$ cat src/rtl/mp_add_seq.sv
// Multi-precision add/subtract: one N-bit word per cycle, LSW first, carry held in a register.
// Latency WORDS+1 cycles from accept to out_valid; result held while out_ready is low.

module n_adder #(
    parameter int N = 8
) (
    input  logic [N-1:0] a,
    input  logic [N-1:0] b,
    input  logic         ci,
    output logic [N-1:0] s,
    output logic         co
);
    logic [N:0] c;

    always_comb begin
        s    = '0;
        c    = '0;
        c[0] = ci;
        for (int i = 0; i < N; i++) begin
            s[i]   = a[i] ^ b[i] ^ c[i];
            c[i+1] = (a[i] & b[i]) | (c[i] & (a[i] ^ b[i]));
        end
        co = c[N];
    end
endmodule

module mp_add_seq #(
    parameter int N     = 8,
    parameter int WORDS = 4
) (
    input  logic                 clk,
    input  logic                 rst,
    input  logic                 in_valid,
    output logic                 in_ready,
    input  logic [N*WORDS-1:0]   a,
    input  logic [N*WORDS-1:0]   b,
    input  logic                 sub,
    output logic                 out_valid,
    input  logic                 out_ready,
    output logic [N*WORDS-1:0]   sum,
    output logic                 co,
    output logic                 ovf
);
    localparam int W  = N * WORDS;
    localparam int IW = (WORDS > 1) ? $clog2(WORDS) : 1;

    typedef enum logic [1:0] {IDLE, RUN, DONE} state_t;

    state_t        state, state_nxt;
    logic [IW-1:0] idx;
    logic          carry;
    logic [W-1:0]  a_r, b_r, sum_r;
    logic          co_r, ovf_r;
    logic [N-1:0]  add_a, add_b, add_s;
    logic          add_co;
    logic          last;

    assign add_a = a_r[idx*N +: N];
    assign add_b = b_r[idx*N +: N];
    assign last  = (idx == IW'(WORDS - 1));

    n_adder #(.N(N)) u_add (
        .a  (add_a),
        .b  (add_b),
        .ci (carry),
        .s  (add_s),
        .co (add_co)
    );

    always_ff @(posedge clk) begin
        if (rst) state <= IDLE;
        else     state <= state_nxt;
    end

    always_comb begin
        state_nxt = state;
        unique case (state)
            IDLE:    if (in_valid)  state_nxt = RUN;
            RUN:     if (last)      state_nxt = DONE;
            DONE:    if (out_ready) state_nxt = IDLE;
            default:                state_nxt = IDLE;
        endcase
    end

    // b_r holds the effective operand (already inverted for subtract), so ovf uses its MSB directly.
    always_ff @(posedge clk) begin
        if (rst) begin
            idx   <= '0;
            carry <= 1'b0;
            a_r   <= '0;
            b_r   <= '0;
            sum_r <= '0;
            co_r  <= 1'b0;
            ovf_r <= 1'b0;
        end else begin
            case (state)
                IDLE: if (in_valid) begin
                    a_r   <= a;
                    b_r   <= sub ? ~b : b;
                    carry <= sub;
                    idx   <= '0;
                end
                RUN: begin
                    sum_r[idx*N +: N] <= add_s;
                    carry             <= add_co;
                    idx               <= last ? '0 : idx + 1'b1;
                    if (last) begin
                        co_r  <= add_co;
                        ovf_r <= (a_r[W-1] == b_r[W-1]) && (add_s[N-1] != a_r[W-1]);
                    end
                end
                default: ;
            endcase
        end
    end

    assign in_ready  = (state == IDLE);
    assign out_valid = (state == DONE);
    assign sum       = sum_r;
    assign co        = co_r;
    assign ovf       = ovf_r;
endmodule
$ cat config.mk
export PLATFORM = sky130hd
export DESIGN_NAME = mp_add_seq
export DESIGN_NICKNAME = d
export VERILOG_FILES = /design/src/rtl/mp_add_seq.sv
export SDC_FILE = /design/constraint.sdc
export NUM_CORES = 1
export LEC_CHECK = 0
export CORE_MARGIN = 10
export CORE_UTILIZATION = 25
export CTS_BUF_LIST = sky130_fd_sc_hd__clkbuf_8
export DETAILED_ROUTE_END_ITERATION = 6
export PLACE_DENSITY = 0.51
export SYNTH_ARGS = -nofsm -noshare
export SYNTH_HDL_FRONTEND = slang
export SYNTH_HIERARCHICAL = 1
export SYNTH_SLANG_ARGS = --single-unit
export TNS_END_PERCENT = 1
$ cat constraint.sdc
create_clock -name clk -period 10.71 [get_ports clk]
set_clock_uncertainty 0.2 [all_clocks]
set_input_delay 1.071 -clock clk [delete_from_list [all_inputs] [get_ports clk]]
set_output_delay 1.071 -clock clk [all_outputs]
set_load 0.01 [all_outputs]
After elaboration in Yosys (flattened, before gate mapping)
Cells that the tools add are included.
Widths: inputs -> output; s select.
{"block": "classes", "n_addsub": 2, "eq_ne": 8, "shifts": 4, "mux": 11, "bitwise_logic": 41, "reduce_logical": 7}
{"operator": "$shiftx 32x6->8", "count": 2}
{"operator": "$neg 5->34", "count": 1}
{"operator": "$shift 8x34->32 const A", "count": 1}
{"operator": "$shiftx 8x34->32", "count": 1}
{"operator": "$bwmux 32", "count": 1}
{"operator": "$mux 32", "count": 1}
{"operator": "$not 32->32", "count": 1}
{"operator": "$and 1x1->1", "count": 16}
{"operator": "$xor 1x1->1", "count": 16}
{"operator": "$mux 2", "count": 5}
{"operator": "$or 1x1->1", "count": 8}
{"operator": "$pmux 2 s3", "count": 1}
{"operator": "$reduce_and 2->1", "count": 3}
{"operator": "$eq 2x2->1 const B", "count": 2}
{"operator": "$ne 2x2->1 const B", "count": 2}
{"operator": "$pmux 2 s2", "count": 1}
{"operator": "$reduce_and 3->1", "count": 1}
{"operator": "$add 2x1->2 const B", "count": 1}
{"operator": "$eq 2x1->1 const B", "count": 1}
{"operator": "$logic_not 2->1", "count": 1}
{"operator": "$ne 2x1->1 const B", "count": 1}
{"operator": "$pmux 1 s2", "count": 1}
{"operator": "$reduce_bool 2->1", "count": 1}
{"operator": "$eq 1x1->1", "count": 1}
{"operator": "3 further kinds", "count": 3}
{"block": "totals", "ff_bits": 103, "elab_cells": 81}

Logic depth before layout (Yosys ltp)
{"block": "depth", "depth_word": 19, "ltp_mapped": 18, "depth_no_buf": 16}

Modules after synthesis
The synthesis kept the hierarchy.
{"module": "mp_add_seq", "n_inst": 1, "cells_each": 463, "area_per_inst_um2": 4352.9, "seq_area_each_um2": 2062.0}
{"module": "n_adder", "n_inst": 1, "cells_each": 18, "area_per_inst_um2": 197.7, "seq_area_each_um2": 0.0}

Worst setup path before layout
Ideal clock, no wire load.
{"block": "synth_path", "kind": "register to register", "startpoint": "register idx[0]", "endpoint": "register ovf_r (netlist: ovf)", "setup_time_ps": 86, "arrival_ps": 4806, "setup_slack_ps": 5619, "path_stages_with_launch": 17, "n_path_buf": 1, "path_cell_list": "dfxtp_1 buf_1 mux4_2 fa_1 inv_1 fa_1 inv_1 fa_1 fa_1 fa_1 fa_1 fa_1 inv_1 fa_1 inv_1 a21oi_1 a211oi_1"}
{"block": "synth_between", "elab_chain_cells": 19, "elab_cells_between_ends": 36, "classes_between": "2 x eq/ne; 2 x shift; 30 x bitwise; 2 x reduce/logical"}
{"element": "start, declared", "line_no": "50", "rtl": "logic [IW-1:0] idx;"}
{"element": "start signal, assigned", "line_no": "106", "rtl": "idx <= last ? '0 : idx + 1'b1;"}
{"element": "$shiftx 32x6->8 *", "line_no": "58", "rtl": "assign add_a = a_r[idx*N +: N];"}
{"element": "named net add_a[0]", "line_no": "54", "rtl": "logic [N-1:0] add_a, add_b, add_s;"}
{"element": "$xor 1x1->1", "line_no": "21", "rtl": "c[i+1] = (a[i] & b[i]) | (c[i] & (a[i] ^ b[i]));"}
{"element": "$and 1x1->1", "line_no": "21"}
{"element": "$or 1x1->1 *", "line_no": "21"}
{"element": "$and 1x1->1 *", "line_no": "21"}
{"element": "$or 1x1->1 *", "line_no": "21"}
{"element": "$and 1x1->1 *", "line_no": "21"}
{"element": "[... 5 more ...]"}
{"element": "$and 1x1->1 *", "line_no": "21"}
{"element": "$or 1x1->1 *", "line_no": "21"}
{"element": "$and 1x1->1 *", "line_no": "21"}
{"element": "$or 1x1->1 *", "line_no": "21"}
{"element": "$xor 1x1->1 *", "line_no": "20", "rtl": "s[i] = a[i] ^ b[i] ^ c[i];"}
{"element": "named net add_s[7]", "line_no": "54"}
{"element": "$ne 1x1->1 *", "line_no": "109", "rtl": "ovf_r <= (a_r[W-1] == b_r[W-1]) && (add_s[N-1] != a_r[W-1]);"}
{"element": "$logic_and 1x1->1 *", "line_no": "109"}
{"element": "end signal, assigned", "line_no": "109"}
{"element": "end, declared", "line_no": "53", "rtl": "logic co_r, ovf_r;"}
Mark *: on every way through the listed nets, which the timed path passes. The rest lies on a longest branch.
A chain may end at the register's enable or synchronous reset.

Worst setup path in the final report
{"block": "layout_path", "startpoint": "register idx[1]", "endpoint": "register ovf_r (netlist: ovf)"}
The elaborated chain is that of the path after synthesis.

==> impl_metrics.py <==
metrics = {
    "outcome": {
        "outcome": "finished, final reports clean",
    },
    "power_and_ir_drop": {
        "p_comb_share_pct": 17.6,
        "power_density_nw_per_um2": 134.2,
        "p_clk_share_pct": 29.8,
        "p_sw_mw": 0.2180,
        "fin_total_pwr_mw": 0.7954,
        "p_int_mw": 0.5774,
        "ir_drop_uv": 58.95,
        "p_seq_share_pct": 52.6,
        "switching_share_pct": 27.41,
        "leakage_nw": 2.044,
    },
    "worst_setup_path": {
        "start_kind": "flip-flop",
        "critPathKind": "reg2reg",
        "cp.required_ps": 10790,
        "worst-r2r-cell-count": 15,
        "critPathCaptureType": "flip-flop",
        "path_max_fanout": 20,
        "r2r_end": "ovf$_SDFFE_PP0P_",
        "r2r_start": "idx[1]$_SDFFE_PP0P_",
        "arrival_ps": 5310,
        "cp-startpoint": "idx[1]$_SDFFE_PP0P_",
        "setup.worst_path.end": "ovf$_SDFFE_PP0P_",
        "r2r_slack_ps": 5490,
    },
    "timing": {
        "maxSlewHeadroom_pct": 20.05,
        "min_period_over_period_pct": 48.77,
        "setup_ws_ps": 5487,
        "maxSlewViolCount": 0,
        "max_freq_mhz": 191.5,
        "tightest_slew_ps": 1183,
        "hold_viol_final": 0,
        "setup_violations": 0,
        "rsz0062_at_grt": "false",
        "totalNegativeSetupSlack_ps": 0,
        "fin_crit_ps": 5223,
    },
    "grt": {
        "groute.usage.overall_pct": 10.84,
        "grt_pass1_vias": 3703,
        "grt_max_degree": 97,
        "grt_antenna_before_repair": 0,
        "grt_overflow_total": 0,
        "grt_pass1_wl_um": 20720,
    },
    "logic_synthesis": {
        "synth_fp_nets": 563,
        "syn_inst": 481,
        "ys_async_sr_fraction_pct": 0,
        "yosys_warnings": 6,
        "synth-edff-count": 0,
        "synth_common_cells": "dfxtp_1 (103), nand2_1 (84), a21oi_1 (55)",
        "ys_seq_elements": 103,
        "ys_top_cells_by_area": "dfxtp_1 (45%), mux4_2 (7.9%), nand2_1 (6.9%)",
        "syn-mean-instance-area_um2": 9.461,
        "synth-main-ff-cell": "dfxtp_1",
        "synth_area_um2": 4551,
        "synth.distinct_cells": 33,
        "synth_top_cell_by_area": "dfxtp_1",
        "ys_seq_area_share_pct": 45.31,
        "yosysTopAreaCellShare_pct": 45.31,
        "synth_most_common_cell": "dfxtp_1",
    },
    "clock_tree": {
        "post_cts_resized": 0,
        "cts_setup_buffers": 0,
        "cts_tree": "built",
        "hold_buffers": 0,
        "htreeDepth": 3,
        "cts_buffers": 9,
        "clk_pin_slew_ps": 90,
        "clk_latency_ps": 370,
        "cts_sinks": 103,
        "clockBufferDepth": 2,
        "clockRootBuffer": "clkbuf_8",
    },
    "route": {
        "ant_nets": 0,
        "viasPerCell": 4.555,
        "drc_errors": 0,
        "via_count": 3621,
        "wirelength_um": 13080,
        "firstDrtPassIters": 4,
        "wl_per_cell_um": 16.45,
        "dr.first_iter.drc_count": 177,
    },
    "die": {
        "fp-row-count": 49,
        "die-area_um2": 24000,
        "die_x_um": 154.9,
        "start_util_pct": 25.33,
        "coreArea_um2": 17960,
        "boundaryPins": 105,
        "die_h_um": 154.9,
    },
    "final_layout": {
        "nNetsFinal": 643,
        "diodes": 0,
        "area_growth_pct": 30.24,
        "drive_gt1_share_pct": 7.244,
        "utilization_pct": 32.99,
    },
    "min_path": {
        "hold_class": "reg2reg",
    },
    "placed_design": {
        "portBuffers": 104,
        "place_ws_ps": 5507,
        "place_congestion": 0.7935,
        "dp.final_hpwl_um": 10020,
    },
    "job": {
        "drv_cap": 0,
    },
}
worst max-delay path, cell delays in order, from the launching register on:
cell	delay (ps)
dfxtp_1	890
mux4_2	440
fa_1	420
inv_1	70
fa_1	160
inv_1	50
fa_1	390
fa_1	400
fa_1	400
fa_1	390
fa_1	360
inv_1	70
fa_1	400
inv_1	160
a21oi_1	90
a211oi_1	230
cell type report:
| type | instances | area (um2) |
|---|---|---|
| fillers | 1859 | 12040 |
| multi-input cells | 326 | 2282 |
| flip-flops and latches | 103 | 2062 |
| repair buffers | 107 | 1054 |
| well taps | 229 | 286.5 |
| clock buffers | 9 | 123.9 |
| clock inverters | 7 | 66.31 |
| inverters | 14 | 52.55 |
worst min-delay path by stage:
stage                           endpoint  depth (start not counted)                  from  slack [ps]
CTS                 a_r[15]$_SDFFE_PP0P_                          2  a_r[15]$_SDFFE_PP0P_         260
global placement     sum[9]$_SDFFE_PP0P_                          2   sum[9]$_SDFFE_PP0P_         250
finish               sum[9]$_SDFFE_PP0P_                          2   sum[9]$_SDFFE_PP0P_         260
global route        a_r[15]$_SDFFE_PP0P_                          2  a_r[15]$_SDFFE_PP0P_         280
detailed placement  a_r[15]$_SDFFE_PP0P_                          2  a_r[15]$_SDFFE_PP0P_         250
floorplan           a_r[16]$_SDFFE_PP0P_                          2  a_r[16]$_SDFFE_PP0P_         230
through the flow:
stage,instances,hold slack [ps],instance area (um2)
final,795,257.9,5927
after global routing,795,277.6,5927
after CTS,795,261.0,5927
after detailed placement,779,248.2,5737
after global placement,779,247.0,5737
after floorplan,481,233.1,4551
logic make-up (layout without fill, tap and decap cells):
kind of cell	after synthesis	in the layout	synth area share, %
adder cells (fa/ha/maj)	13	13	4.894
AO/OA/AOI/OAI	108	108	15.23
flip-flops	103	103	45.31
multiplexers	17	17	8.139
XOR/XNOR	32	32	6.159
AND/OR/NAND/NOR	156	156	15.59
buffers and inverters	52	137	4.674
placed cells by master (no fill, tap or decap), types with 2 or more instances in the layout:
cell and instances:
a22oi_1 2, nand2_1 84, buf_2 2, nor2b_1 3, nand3b_1 3, nor2_1 39
xnor2_1 32, fa_1 8, nand3_1 16, buf_4 3, clkdlybuf4s50_1 102, a211oi_1 33
inv_1 16, clkinvlp_4 2, a22o_1 16, dfxtp_1 103, ha_1 5, a21oi_1 55
mux4_2 16, and3b_1 2, clkbuf_8 9
layer usage:
metal | vias to the layer above | GRT usage (%) | routed length, um
met5 | - | 0 | 0
met4 | 0 | 3.689 | 246
met3 | 18 | 3.750 | 824
met2 | 96 | 16.90 | 6110
met1 | 1685 | 13.64 | 5896
li1 | 1822 | - | -
state kept, by name, indices dropped and copies added (netlist names):
register / flops
idx: 2
sum: 32
b_r: 32
co: 1
carry: 1
a_r: 32
ovf: 1
state: 2
power by group through the flow:
stage / logic (mW) / clock network [mW] / registers [mW]
after floorplan: 0.0857 / 0 / 0.420
after global placement: 0.139 / 0 / 0.428
after detailed placement: 0.141 / 0 / 0.428
after CTS: 0.141 / 0.245 / 0.419
after global routing: 0.153 / 0.262 / 0.422
final: 0.140 / 0.237 / 0.419
Power figures use the tool's default switching activity.
